**config.mk**
```make
export PLATFORM = sky130hd
export DESIGN_NAME = bist_ctrl
export DESIGN_NICKNAME = d
export VERILOG_FILES = /design/src/rtl/bist_ctrl.sv
export SDC_FILE = /design/constraint.sdc
export NUM_CORES = 1
export LEC_CHECK = 0
export CAP_MARGIN = 20
export CORE_MARGIN = 1
export CORE_UTILIZATION = 30
export DETAILED_ROUTE_END_ITERATION = 12
export GPL_ROUTABILITY_DRIVEN = 0
export PLACE_DENSITY = 0.5
export SLEW_MARGIN = 20
export SYNTH_ARGS = -nofsm -noshare
export SYNTH_HDL_FRONTEND = slang
export SYNTH_SLANG_ARGS = --single-unit
```
**constraint.sdc**
```tcl
create_clock -name clk -period 3.85 [get_ports clk]
set_input_delay 0.9625 -clock clk [delete_from_list [all_inputs] [get_ports clk]]
set_output_delay 0.9625 -clock clk [all_outputs]
set_load 0.05 [all_outputs]
```
**src/rtl/bist_ctrl.sv**
```systemverilog
// March-style RAM BIST sequencer: writes the generator's word to every address, reads back, compares, then advances the generator.
// Optional macro BIST_FAIL_LOG_EN keeps the first-fail address and the mismatch counter; without it both read as 0.
module bist_ctrl #(
    parameter int Word_size    = 3,
    parameter int Addr_size    = 4,
    parameter int Num_patterns = 4
) (
    input  logic                 clk,
    input  logic                 rst_n,
    input  logic                 start,
    input  logic [Word_size-1:0] word,
    output logic                 gen_next,
    output logic [Addr_size-1:0] ram_addr,
    output logic [Word_size-1:0] ram_wdata,
    output logic                 ram_we,
    output logic                 ram_re,
    input  logic [Word_size-1:0] ram_rdata,
    output logic                 busy,
    output logic                 done,
    output logic                 fail,
    output logic [Addr_size-1:0] fail_addr,
    output logic [7:0]           fail_count
);
    localparam int Pass_w = (Num_patterns > 1) ? $clog2(Num_patterns) : 1;
    localparam logic [Addr_size-1:0] Last_addr = '1;
    localparam logic [Pass_w-1:0]    Last_pass = Pass_w'(Num_patterns - 1);

    typedef enum logic [2:0] {IDLE, WRITE, READ, CMP, NEXT, NEXT_WAIT, DONE} state_t;

    state_t               state;
    logic [Addr_size-1:0] addr;
    logic [Pass_w-1:0]    pass;
    logic                 mismatch;

    assign mismatch = (ram_rdata != word);

    // Outputs are registered on the transition into the state that owns them,
    // so each one is valid for exactly the cycles the FSM sits in that state.
    always_ff @(posedge clk or negedge rst_n) begin
        if (!rst_n) begin
            state     <= IDLE;
            addr      <= '0;
            pass      <= '0;
            gen_next  <= 1'b0;
            ram_addr  <= '0;
            ram_wdata <= '0;
            ram_we    <= 1'b0;
            ram_re    <= 1'b0;
            busy      <= 1'b0;
            done      <= 1'b0;
            fail      <= 1'b0;
`ifdef BIST_FAIL_LOG_EN
            fail_addr  <= '0;
            fail_count <= '0;
`endif
        end else begin
            case (state)
                IDLE, DONE: begin
                    if (start) begin
                        state     <= WRITE;
                        addr      <= '0;
                        pass      <= '0;
                        fail      <= 1'b0;
                        busy      <= 1'b1;
                        done      <= 1'b0;
                        ram_we    <= 1'b1;
                        ram_addr  <= '0;
                        ram_wdata <= word;
`ifdef BIST_FAIL_LOG_EN
                        fail_addr  <= '0;
                        fail_count <= '0;
`endif
                    end
                end
                WRITE: begin
                    if (addr == Last_addr) begin
                        state     <= READ;
                        addr      <= '0;
                        ram_we    <= 1'b0;
                        ram_re    <= 1'b1;
                        ram_addr  <= '0;
                        ram_wdata <= '0;
                    end else begin
                        addr      <= addr + 1'b1;
                        ram_addr  <= addr + 1'b1;
                        ram_wdata <= word;
                    end
                end
                READ: begin
                    state    <= CMP;
                    ram_re   <= 1'b0;
                    ram_addr <= '0;
                end
                CMP: begin
                    if (mismatch) begin
                        fail <= 1'b1;
`ifdef BIST_FAIL_LOG_EN
                        if (!fail) fail_addr <= addr;
                        if (fail_count != 8'hFF) fail_count <= fail_count + 8'd1;
`endif
                    end
                    if (addr == Last_addr) begin
                        state    <= NEXT;
                        addr     <= '0;
                        gen_next <= 1'b1;
                    end else begin
                        state    <= READ;
                        addr     <= addr + 1'b1;
                        ram_re   <= 1'b1;
                        ram_addr <= addr + 1'b1;
                    end
                end
                NEXT: begin
                    state    <= NEXT_WAIT;
                    gen_next <= 1'b0;
                end
                NEXT_WAIT: begin
                    // The generator has advanced during this cycle, so word is already the new pattern.
                    if (pass == Last_pass) begin
                        state <= DONE;
                        busy  <= 1'b0;
                        done  <= 1'b1;
                    end else begin
                        state     <= WRITE;
                        pass      <= pass + 1'b1;
                        ram_we    <= 1'b1;
                        ram_addr  <= '0;
                        ram_wdata <= word;
                    end
                end
                default: state <= IDLE;
            endcase
        end
    end

`ifndef BIST_FAIL_LOG_EN
    assign fail_addr  = '0;
    assign fail_count = '0;
`endif

endmodule

```
* Word-level counts from Yosys, hierarchy flattened
Cells that the tools add are included.
** Storage, ports and cells
- Flip-flop bits (word level) :: 22
- Output and inout port bits :: 25
- Logic and storage cells :: 82
** Cells by class
- Add/sub/neg operators :: 2
- Equality and inequality tests :: 16
- Muxes and demuxes :: 33
- Reductions and logical operators :: 20
** Operator list (number)
- 3-bit 2-to-1 mux :: 7
- 4-bit case mux with 5 select lines :: 1
- 3-bit case mux with 6 select lines :: 1
- 4-bit 2-to-1 mux :: 4
- 3-bit AND reduction :: 5
- 2-bit != test (second input constant) :: 7
- 3-bit equality test (second input constant) :: 3
- 1-bit 2-to-1 mux :: 9
- 3-bit case mux with 3 select lines :: 1
- 1-bit case mux with 2 select lines :: 4
- 4-bit case mux with 2 select lines :: 1
- 4-bit AND reduction :: 2
- 2-bit nonzero test :: 4
- 3-bit by 2-bit equality test with 1-bit output (second input constant) :: 2
- 1-bit case mux with 3 select lines :: 2
- 2-bit AND reduction :: 3
- 3-bit nonzero test :: 2
- 5-bit nonzero test :: 1
- 4-bit by 1-bit adder with 4-bit output (second input constant) :: 1
- 4-bit equality test (second input constant) :: 1
- 2-bit 2-to-1 mux :: 2
- 2-bit case mux with 2 select lines :: 1
- 2-bit OR reduction :: 2
- 3-bit by 1-bit equality test with 1-bit output (second input constant) :: 1
- 4 further kinds :: 4

* Logic depth before layout (Yosys ltp)
Gate-level depths: netlist (run 1).
- Word-level depth :: 4
- Depth in mapped cells :: 5
- Gate-level depth less buffers :: 5

* Worst setup path after synthesis (run 1)
Ideal clock, no wire load.
- Kind :: input port to flip-flop
- Start :: input start
- End :: register pass[1]
- Data arrival time :: 1.826 ns
- Required time :: 3.725 ns
- Slack :: 1.899 ns
- Stages on the path :: 4
- Buffers on the path :: 1
- Path through :: buf_2 -> and4b_1 -> a21oi_1 -> mux2_2
** Between the ends
- Word-level cells in the longest chain between the ends :: 2
** Ends and longest elaborated chain
- start: declaration :: RTL line 10 : input logic start,
- 2-bit != test (no line)
- 3-bit AND reduction (no line)
- end signal: assignment :: RTL line 125 : pass <= pass + 1'b1;
- end: declaration :: RTL line 32 : logic [Pass_w-1:0] pass;
No other way between the ends.
A chain may end at the register's enable or synchronous reset.

* Final worst setup path (run 1)
- Start :: register ram_re
- End :: output ram_re
** RTL lines
- start: declaration :: RTL line 16 : output logic ram_re,
- start signal: assignment :: RTL line 48 : ram_re <= 1'b0;
- start signal: assignment :: RTL line 80 : ram_re <= 1'b1;
- start signal: assignment :: RTL line 91 : ram_re <= 1'b0;
No word-level cell between the ends.

==> metrics.md, run 1 <==
| Metric | Value |
|---|---|
| Post-CTS setup buffer count | 0 |
| Via/cell ratio | between 4 and 5 |
| Status | finished, final reports clean |
| Drt pass-1 iters | 4 |
| R2r startpoint | state[0] |
| Final worst path period share | 0.629 |
| Crit path max fanout | 3 |
| CP Capture Point | ram_re |
| Final antenna-violating net count | 0 |
| Post-place setup slack | 1220 ps |
| Sequential share of the synthesized area | 0.441 |
| Worst hold path type | reg -> reg |
| TritonCTS clock tree | built |
| WL/cell | 12.7 µm |
| Distinct cell type count after synthesis | 36 |
| Placement Cell Area | around 1400 µm² |
| Die ar. | 4420 µm² |
| Cts bufs inserted | 3 |
| Final setup fails | 0 |
| CTS root buf | clkbuf_8 |
| Fmax | between 400 and 500 MHz |
| Cell area after layout | approximately 1500 µm² |
| RSZ-0062 raised after global routing | false |
| Ys async rst share | 1.00 |
| Fin crit period | about 2400 ps |
| Clock-pin slew on the worst setup and hold paths | 70 ps |
| Critical R2R Capture | pass[1] |
| Max Cap Violations | 0 |
| IO Pins | 34 |
| WP data required | 2890 ps |
| I/O Buffers | 21 |
| Worst Max-Slew Pin Slew | approximately 560 ps |
| PwrDens | 282 nW/µm² |
| Layout net count | between 150 and 200 |
| Pins Over Slew Limit | 0 |
| Final non-filler cell total | slightly above 200 |
| Crit-path leading delay family | buffers and inverters |
| CP cell instances | clkdlybuf4s50_1 |
| Via count | between 900 and 1,000 |
| Site row count | 23 |
| Antenna Diode Count | 0 |
| Hpwl dp | between 1500 and 2000 µm |
| Leakage | between 0.6 and 0.7 nW |
| Fraction of layout cells with a size suffix above 1 | 0.0461 |
| FF+latch count, synth | 22 |
| Inst Count DP | about 200 |
| Final worst slack | roughly 1400 ps |
| Starting Density | 0.312 |
| Yosys Warn Count | 0 |
| Peak supply drop | 0.000144 V |
| Post_cts resized | 0 |
| Synth top cells by count | dfrtp_1 (22), nand2_1 (13), a21oi_1 (12), buf_4 (12), nor2_1 (11) |
| Vias in the first global route | around 910 |
| Crit path from | ram_re |
| Top_reg_cell synth | dfrtp_1 |
| Worst hold slack | 484 ps |
| Worst path depth | 1 |
| Mapped Avg Cell Area | approximately 9.3 µm² |
| Total wire length | around 2600 µm |
| Clock Latency Late Sink | roughly 260 ps |
| Die Width | 66.5 µm |
| Critical-path top delay cell | clkdlybuf4s50_1 |
| Clock Skews | 3.65 ps |
| Synth area leaders | dfrtp_1 (44%), buf_4 (7.2%), a21oi_1 (4.8%) |
| Hold buffer count at CTS | 0 |
| Clk buf depth | 2 |
| Total power | 0.417 mW |
| Synthesized cell area | between 1000 and 1500 µm² |
| First-pass GRT wire length | roughly 4300 µm |
| Bufs and invs on worst path | 1 |
| Initial antenna violation count | 0 |
| FF-to-FF path depth | 4 |
| Pin count of the biggest net entering global routing | 23 |
| CP Class | reg -> out |
| Startpoint types | flip-flop |
| Total GRT Usage | 0.129 |
| Synth area leader | dfrtp_1 |
| GRT overflow | 0 |
| Layout overhead on the synthesized area | 18.5% |
| Total negative setup slack | 0 ps |
| Crit-path max cell delay | approximately 820 ps |
| Fill cell count | 411 |
| Worst setup EP type | primary output |
| Post-synth EDFFs | 0 |
| Finished Core Util | 0.369 |
| Data arrival time of the worst path | 1460 ps |
| Mapped Cells | 134 |
| H-tree levels | 1 |
| Top-count cell post-synth | dfrtp_1 |
| R2R Setup Slk | ~2100 ps |
| Clock sink count | 22 |
| DRC viols | 0 |
| Slew headroom | 0.626 |
| Die height | around 66 µm |
| Synth top area share | 0.441 |
| Hold violation count in the final report | 0 |
| Iteration-0 DRC Markers | 36 |
| Core area | around 4000 µm² |
-- layer usage --
metal / up-vias / part of all wire / track usage / wire length [µm]
li1: 488 / - / - / -
met1: 459 / 0.45 / 0.173 / 1170
met2: 17 / 0.51 / 0.214 / 1300
met3: 2 / 0.035 / 0.0308 / 89
met4: 0 / 0.0047 / 0.0186 / 12
met5: - / 0 / 0 / 0
-- how the worst min path moves through the flow --
stage / start / end / slack (ps) / cells past startpoint
final: ram_wdata[1] / ram_wdata[1] / 480 / 2
after global routing: ram_addr[3] / ram_addr[3] / 500 / 1
after CTS: ram_wdata[1] / ram_wdata[1] / 490 / 2
after detailed placement: ram_addr[3] / ram_addr[3] / 470 / 1
after global placement: ram_addr[3] / ram_addr[3] / 470 / 1
after floorplan: pass[1] / pass[1] / 480 / 1
-- state kept, by name, summed over array words and instances, names as in the netlist --
| signal | flops |
|---|---|
| addr | 4 |
| busy | 1 |
| done | 1 |
| fail | 1 |
| gen_next | 1 |
| pass | 2 |
| ram_addr | 4 |
| ram_re | 1 |
| ram_wdata | 3 |
| ram_we | 1 |
| state | 3 |
-- worst reg2reg max path: cells and delay by family, from the launching register on --
| kind | cells | cell delay (ps) |
|---|---|---|
| simple gates | 1 | 320 |
| flops | 1 | 590 |
| compound gates | 2 | 370 |
| mux | 1 | 350 |
-- cell families after synthesis --
group                      share of synthesized area
other                                        0.00301
muxes                                        0.00903
and+or+nand+nor                                0.157
AOI/OAI and AO/OA                              0.236
DFF                                            0.441
buffers and inverters                          0.105
adders and majority gates                     0.0201
xor gates and xnor gates                      0.0281
-- layout by cell type, fill, tap and decap left out --
cell type	synthesis	routed
clkdlybuf4s50_1	0	20
or3_1	1	1
a22o_1	4	4
o2bb2ai_1	1	1
a221oi_2	1	1
o31ai_1	1	1
xor2_1	3	3
and2b_1	1	1
nand2b_1	2	2
inv_1	3	3
o21bai_1	1	1
and4b_1	1	1
xnor2_1	1	1
o211ai_1	1	1
ha_1	2	2
conb_1	1	12
nand4b_1	1	1
o22ai_1	3	3
and3_1	3	3
a21o_1	7	7
a211oi_2	1	1
nand2_1	13	13
and3b_1	1	1
nor3_1	2	2
a21oi_1	12	12
a221o_1	1	1
clkbuf_8	0	3
o311ai_0	1	1
o21ai_0	10	10
nand3_1	1	1
mux2_2	1	1
nor2_1	11	11
dfrtp_1	22	22
buf_2	3	1
nor2b_1	3	3
-- power breakdown --
part / switching, mW / total [mW] / leakage [nW] / internal (mW)
Sequential: 0.000390 / 0.232 / 0.282 / 0.231
Combinational: 0.0372 / 0.0469 / 0.389 / 0.00964
Clock: 0.0687 / 0.138 / 0.0216 / 0.0697
-- layout make-up --
cell class	instances	area, µm²	share of cell area
timing repair buffer	21	205	0.139
sequential	22	551	0.373
clock buffer	3	41.3	0.0279
multi-input combinational	103	607	0.411
inverter	3	11.3	0.00762
tap	50	62.6	0.0423
Power figures use the tool's default switching activity.
==> run 2: changes to the inputs <==
--- a/config.mk
+++ b/config.mk
@@ -10,7 +10,7 @@
 export CORE_UTILIZATION = 30
 export DETAILED_ROUTE_END_ITERATION = 12
 export GPL_ROUTABILITY_DRIVEN = 0
-export PLACE_DENSITY = 0.5
+export PLACE_DENSITY = 0.52
 export SLEW_MARGIN = 20
 export SYNTH_ARGS = -nofsm -noshare
 export SYNTH_HDL_FRONTEND = slang
==> constraint.sdc (replaced) <==
create_clock -name clk -period 2 [get_ports clk]
set_input_delay 0.5 -clock clk [delete_from_list [all_inputs] [get_ports clk]]
set_output_delay 0.5 -clock clk [all_outputs]
set_load 0.05 [all_outputs]
==> metrics.md, run 2 (synthesis gave the netlist of run 1 again) <==
| Metric | Value |
|---|---|
| Initial antenna violation count | 0 |
| Hpwl dp | slightly above 2000 µm |
| CP cell instances | clkdlybuf4s50_1 |
| Critical-path top delay cell | clkdlybuf4s50_1 |
| Pin count of the biggest net entering global routing | 23 |
| Pint | between 0.7 and 0.8 mW |
| Starting Density | 0.312 |
| Largest registers | addr: 4 flops, ram_addr: 4 flops |
| Switch Pwr | roughly 0.22 mW |
| Clock network power share | 0.432 |
| Fin crit period | around 1900 ps |
| Hold EP | ram_addr[3] |
| Crit path from | ram_wdata[1] |
| TritonCTS clock tree | built |
| Crit-path max cell delay | roughly 800 ps |
| Fraction of layout cells with a size suffix above 1 | 0.161 |
| H-tree levels | 1 |
| Hold Crit Start | ram_addr[3] |
| R2R Setup Slk | 260 ps |
| Layout net count | ~170 |
| Leakage | roughly 0.76 nW |
| Max Cap Violations | 0 |
| Comb power frac | 0.102 |
| Reg power frac | 0.466 |
| Clock sink count | 22 |
| IO Pins | 34 |
| Core area | between 4000 and 5000 µm² |
| Clock-pin slew on the worst setup and hold paths | 80 ps |
| Worst Max-Slew Pin Slew | ~500 ps |
| WL/cell | between 10 and 15 µm |
| WP data required | roughly 1500 ps |
| Die Width | 66.5 µm |
| RSZ-0062 raised after global routing | false |
| Site row count | 23 |
| Startpoint types | flip-flop |
| Switching portion of total power | 0.230 |
| Hold path cells | 1 |
| Drt pass-1 iters | 4 |
| Iteration-0 DRC Markers | just under 70 |
| Bufs and invs on worst path | 1 |
| Slew headroom | 0.668 |
| Total power | 0.957 mW |
| Critical R2R Capture | pass[1] |
| Via/cell ratio | about 4.9 |
| Total wire length | about 2800 µm |
| Via count | 1,034 |
| Hold violation count in the final report | 0 |
| Final antenna-violating net count | 0 |
| Clock Latency Late Sink | approximately 260 ps |
| Crit path max fanout | 2 |
| GRT overflow | 0 |
| Cts bufs inserted | 3 |
| Most common cell after layout, fill and taps aside | dfrtp_1 |
| CP Class | reg -> out |
| Post-CTS setup buffer count | 0 |
| Vias in the first global route | ~1,000 |
| Most frequent cells in the layout | dfrtp_1 (22), buf_4 (19), nand2_1 (13) |
| Hold buffer count at CTS | 0 |
| I/O Buffers | 21 |
| Clk buf depth | 2 |
| Die ar. | between 4000 and 5000 µm² |
| Die height | 66.5 µm |
| R2r startpoint | pass[0] |
| CTS root buf | clkbuf_8 |
| PwrDens | about 620 nW/µm² |
| Final worst path period share | 0.960 |
| Total GRT Usage | 0.141 |
| Crit-path leading delay family | buffers and inverters |
| Worst hold path type | reg -> reg |
| First-pass GRT wire length | about 4700 µm |
| Peak supply drop | about 0.00037 V |
| Antenna Diode Count | 0 |
| Status | finished, final reports clean |
| Worst setup EP type | primary output |
| Final setup fails | 0 |
| Layout overhead on the synthesized area | 23.9% |
| FF-to-FF path depth | 5 |
| Fmax | roughly 520 MHz |
| Clock Skews | about 7.7 ps |
| Total negative setup slack | 0 ps |
| Data arrival time of the worst path | around 1400 ps |
| Post_cts resized | 0 |
| Pins Over Slew Limit | 0 |
| DRC viols | 0 |
## run 2: metal layers
layer	vias up	global-route usage	part of all wire
met1	501	0.186	0.45
met5	-	0	0
li1	501	-	-
met4	0	0.0372	0.0043
met3	2	0.0342	0.054
met2	30	0.228	0.49
## run 2: layout make-up
class / instances / area [µm²]
tap: 50 / 62.6
clock inverter: 1 / 30.0
inverter: 3 / 11.3
fill: 429 / 2450
timing repair buffer: 29 / 243
clock buffer: 3 / 41.3
sequential: 22 / 551
multi-input combinational: 103 / 607
## run 2: worst max-delay path by stage
stage                   end  slack, ps  depth (start not counted)
2_1_floorplan       pass[1]        440                          5
3_3_place_gp    ram_addr[1]         50                          6
3_5_place_dp        pass[1]         40                          4
4_1_cts        ram_wdata[1]         70                          1
5_1_grt        ram_wdata[1]         30                          1
6_report       ram_wdata[1]         80                          1
## run 2: power groups by stage
stage	Combinational, mW	Clock, mW	Sequential (mW)
finish	0.0975	0.413	0.446
global route	0.105	0.441	0.446
CTS	0.0985	0.423	0.446
detailed placement	0.0985	0	0.455
global placement	0.0978	0	0.455
floorplan	0.0774	0	0.458
## run 2: metrics by stage
step	instances	hold slack [ps]	setup slack, ps	util	area (µm²)
finish	211	489	79.1	0.386	1550
global route	211	516	25.8	0.386	1550
CTS	211	498	65.5	0.386	1550
detailed placement	207	475	38.7	0.368	1470
global placement	207	469	46.0	0.368	1470
floorplan	145	204	440	-	1290
==> run 3: changes to the inputs <==
--- a/config.mk
+++ b/config.mk
@@ -8,9 +8,11 @@
 export CAP_MARGIN = 20
 export CORE_MARGIN = 1
 export CORE_UTILIZATION = 30
+export CTS_BUF_LIST = sky130_fd_sc_hd__clkbuf_16
 export DETAILED_ROUTE_END_ITERATION = 12
 export GPL_ROUTABILITY_DRIVEN = 0
 export PLACE_DENSITY = 0.52
+export SETUP_SLACK_MARGIN = 0.1
 export SLEW_MARGIN = 20
 export SYNTH_ARGS = -nofsm -noshare
 export SYNTH_HDL_FRONTEND = slang
==> metrics.md, run 3 (synthesis gave the netlist of run 1 again) <==
| Metric | Value |
|---|---|
| Total GRT Usage | 0.146 |
| Clock Skews | slightly below 5 ps |
| Clk buf depth | 2 |
| Clock-pin slew on the worst setup and hold paths | approximately 60 ps |
| Crit-path max cell delay | 390 ps |
| Hold buffer count at CTS | 0 |
| WL/cell | 13.3 µm |
| Die ar. | 4420 µm² |
| Fraction of layout cells with a size suffix above 1 | 0.168 |
| Cts bufs inserted | 3 |
| Core area | around 4000 µm² |
| Post-place setup slack | approximately 39 ps |
| Comb power frac | 0.088 |
| Critical-path top delay cell | dfrtp_1 |
| Leakage | around 0.8 nW |
| Layout net count | 173 |
| Pin count of the biggest net entering global routing | 23 |
| CP cell instances | ha_2 > and3b_1 > o21bai_1 > a21oi_1 > mux2_2 |
| Site row count | 23 |
| Iteration-0 DRC Markers | 57 |
| Clock Latency Late Sink | 260 ps |
| Cell area after layout | ~1600 µm² |
| Drt pass-1 iters | 5 |
| CTS root buf | clkbuf_16 |
| H-tree levels | 1 |
| Final setup fails | 0 |
| Placement Cell Area | 1470 µm² |
| Final worst path period share | 0.855 |
| Peak supply drop | about 0.00035 V |
| First-pass GRT wire length | ~4800 µm |
| Via count | about 1,000 |
| Worst setup EP type | flip-flop |
| Max Cap Violations | 0 |
| Die height | about 66 µm |
| Data arrival time of the worst path | roughly 1900 ps |
| CP Class | reg -> reg |
| Bufs and invs on worst path | 0 |
| Final non-filler cell total | 211 |
| Initial antenna violation count | 0 |
| Final worst slack | 291 ps |
| Vias in the first global route | 1,020 |
| Switch Pwr | ~0.24 mW |
| Starting Density | 0.312 |
| Most common cell after layout, fill and taps aside | dfrtp_1 |
| Total wire length | 2810 µm |
| GRT overflow | 0 |
| Total negative setup slack | 0 ps |
| TritonCTS clock tree | built |
| Crit path max fanout | 5 |
| Fin crit period | about 1700 ps |
| Pins Over Slew Limit | 0 |
| Most frequent cells in the layout | dfrtp_1 (22), buf_4 (19), nand2_1 (13) |
| Antenna Diode Count | 0 |
| Fmax | 585 MHz |
| Switching portion of total power | 0.217 |
| Final antenna-violating net count | 0 |
| Status | finished, final reports clean |
| Reg power frac | 0.403 |
| RSZ-0062 raised after global routing | false |
| Via/cell ratio | 4.89 |
| WP data required | 2140 ps |
| PwrDens | around 700 nW/µm² |
| Worst hold path type | reg -> reg |
| I/O Buffers | 21 |
| Die Width | around 66 µm |
| Startpoint types | flip-flop |
| Clock network power share | 0.509 |
| Hpwl dp | roughly 2100 µm |
| Largest registers | addr: 4 flops, ram_addr: 4 flops |
| Layout overhead on the synthesized area | 26.6% |
| Inst Count DP | just over 200 |
| DRC viols | 0 |
| IO Pins | 34 |
| Crit-path leading delay family | flip-flops |
| Clock sink count | 22 |
| Hold violation count in the final report | 0 |
| Pint | about 0.87 mW |
-- run 3: changes by cell type in the layout (fill, tap and decap cells not counted), sizes merged --
cell,change
dlygate4sd2,+2
clkdlybuf4s50,-2
-- run 3: metrics by stage --
step | power, mW | util | hold slack [ps]
floorplan | 0.536 | - | 204
global placement | 0.553 | 0.368 | 469
detailed placement | 0.554 | 0.368 | 475
CTS | 1.12 | 0.394 | 492
global route | 1.14 | 0.395 | 510
finish | 1.11 | 0.395 | 484
-- run 3: repair_timing --
action                     4_1_cts  5_1_grt
pin swaps                        0        0
resized for setup                2        1
setup endpoints to repair        2        1
buffers inserted                 0        0
-- run 3: final timing paths --
check / start / end / slack, ps / depth (start not counted)
max reg2reg: pass[0] / pass[1] / 290 / 5
min reg2reg: ram_addr[3] / ram_addr[3] / 480 / 1
min: ram_addr[3] / ram_addr[3] / 480 / 1
min in group asynchronous: rst_n / ram_wdata[0] / 600 / 2
max in group asynchronous: rst_n / pass[1] / 1170 / 2
max: pass[0] / pass[1] / 290 / 5
-- run 3: power by group through the flow --
stage / logic, mW / clock network, mW / registers (mW)
after floorplan: 0.0774 / 0 / 0.458
after global placement: 0.0978 / 0 / 0.455
after detailed placement: 0.0985 / 0 / 0.455
after CTS: 0.0984 / 0.573 / 0.447
after global routing: 0.105 / 0.589 / 0.446
final: 0.0976 / 0.563 / 0.447
-- run 3: per-layer routing --
metal  vias up  track usage  part of all wire
met3         4       0.0411             0.050
met1       501        0.185              0.46
met4         0       0.0559             0.013
li1        502            -                 -
met2        24        0.232              0.48
met5         -            0                 0
-- run 3: area by class of cell --
| class | instances | area (µm²) |
|---|---|---|
| fill | 422 | 2420 |
| multi-input combinational | 103 | 609 |
| sequential | 22 | 551 |
| timing repair buffer | 29 | 240 |
| clock buffer | 3 | 75.1 |
| tap | 50 | 62.6 |
| clock inverter | 1 | 30.0 |
| inverter | 3 | 11.3 |
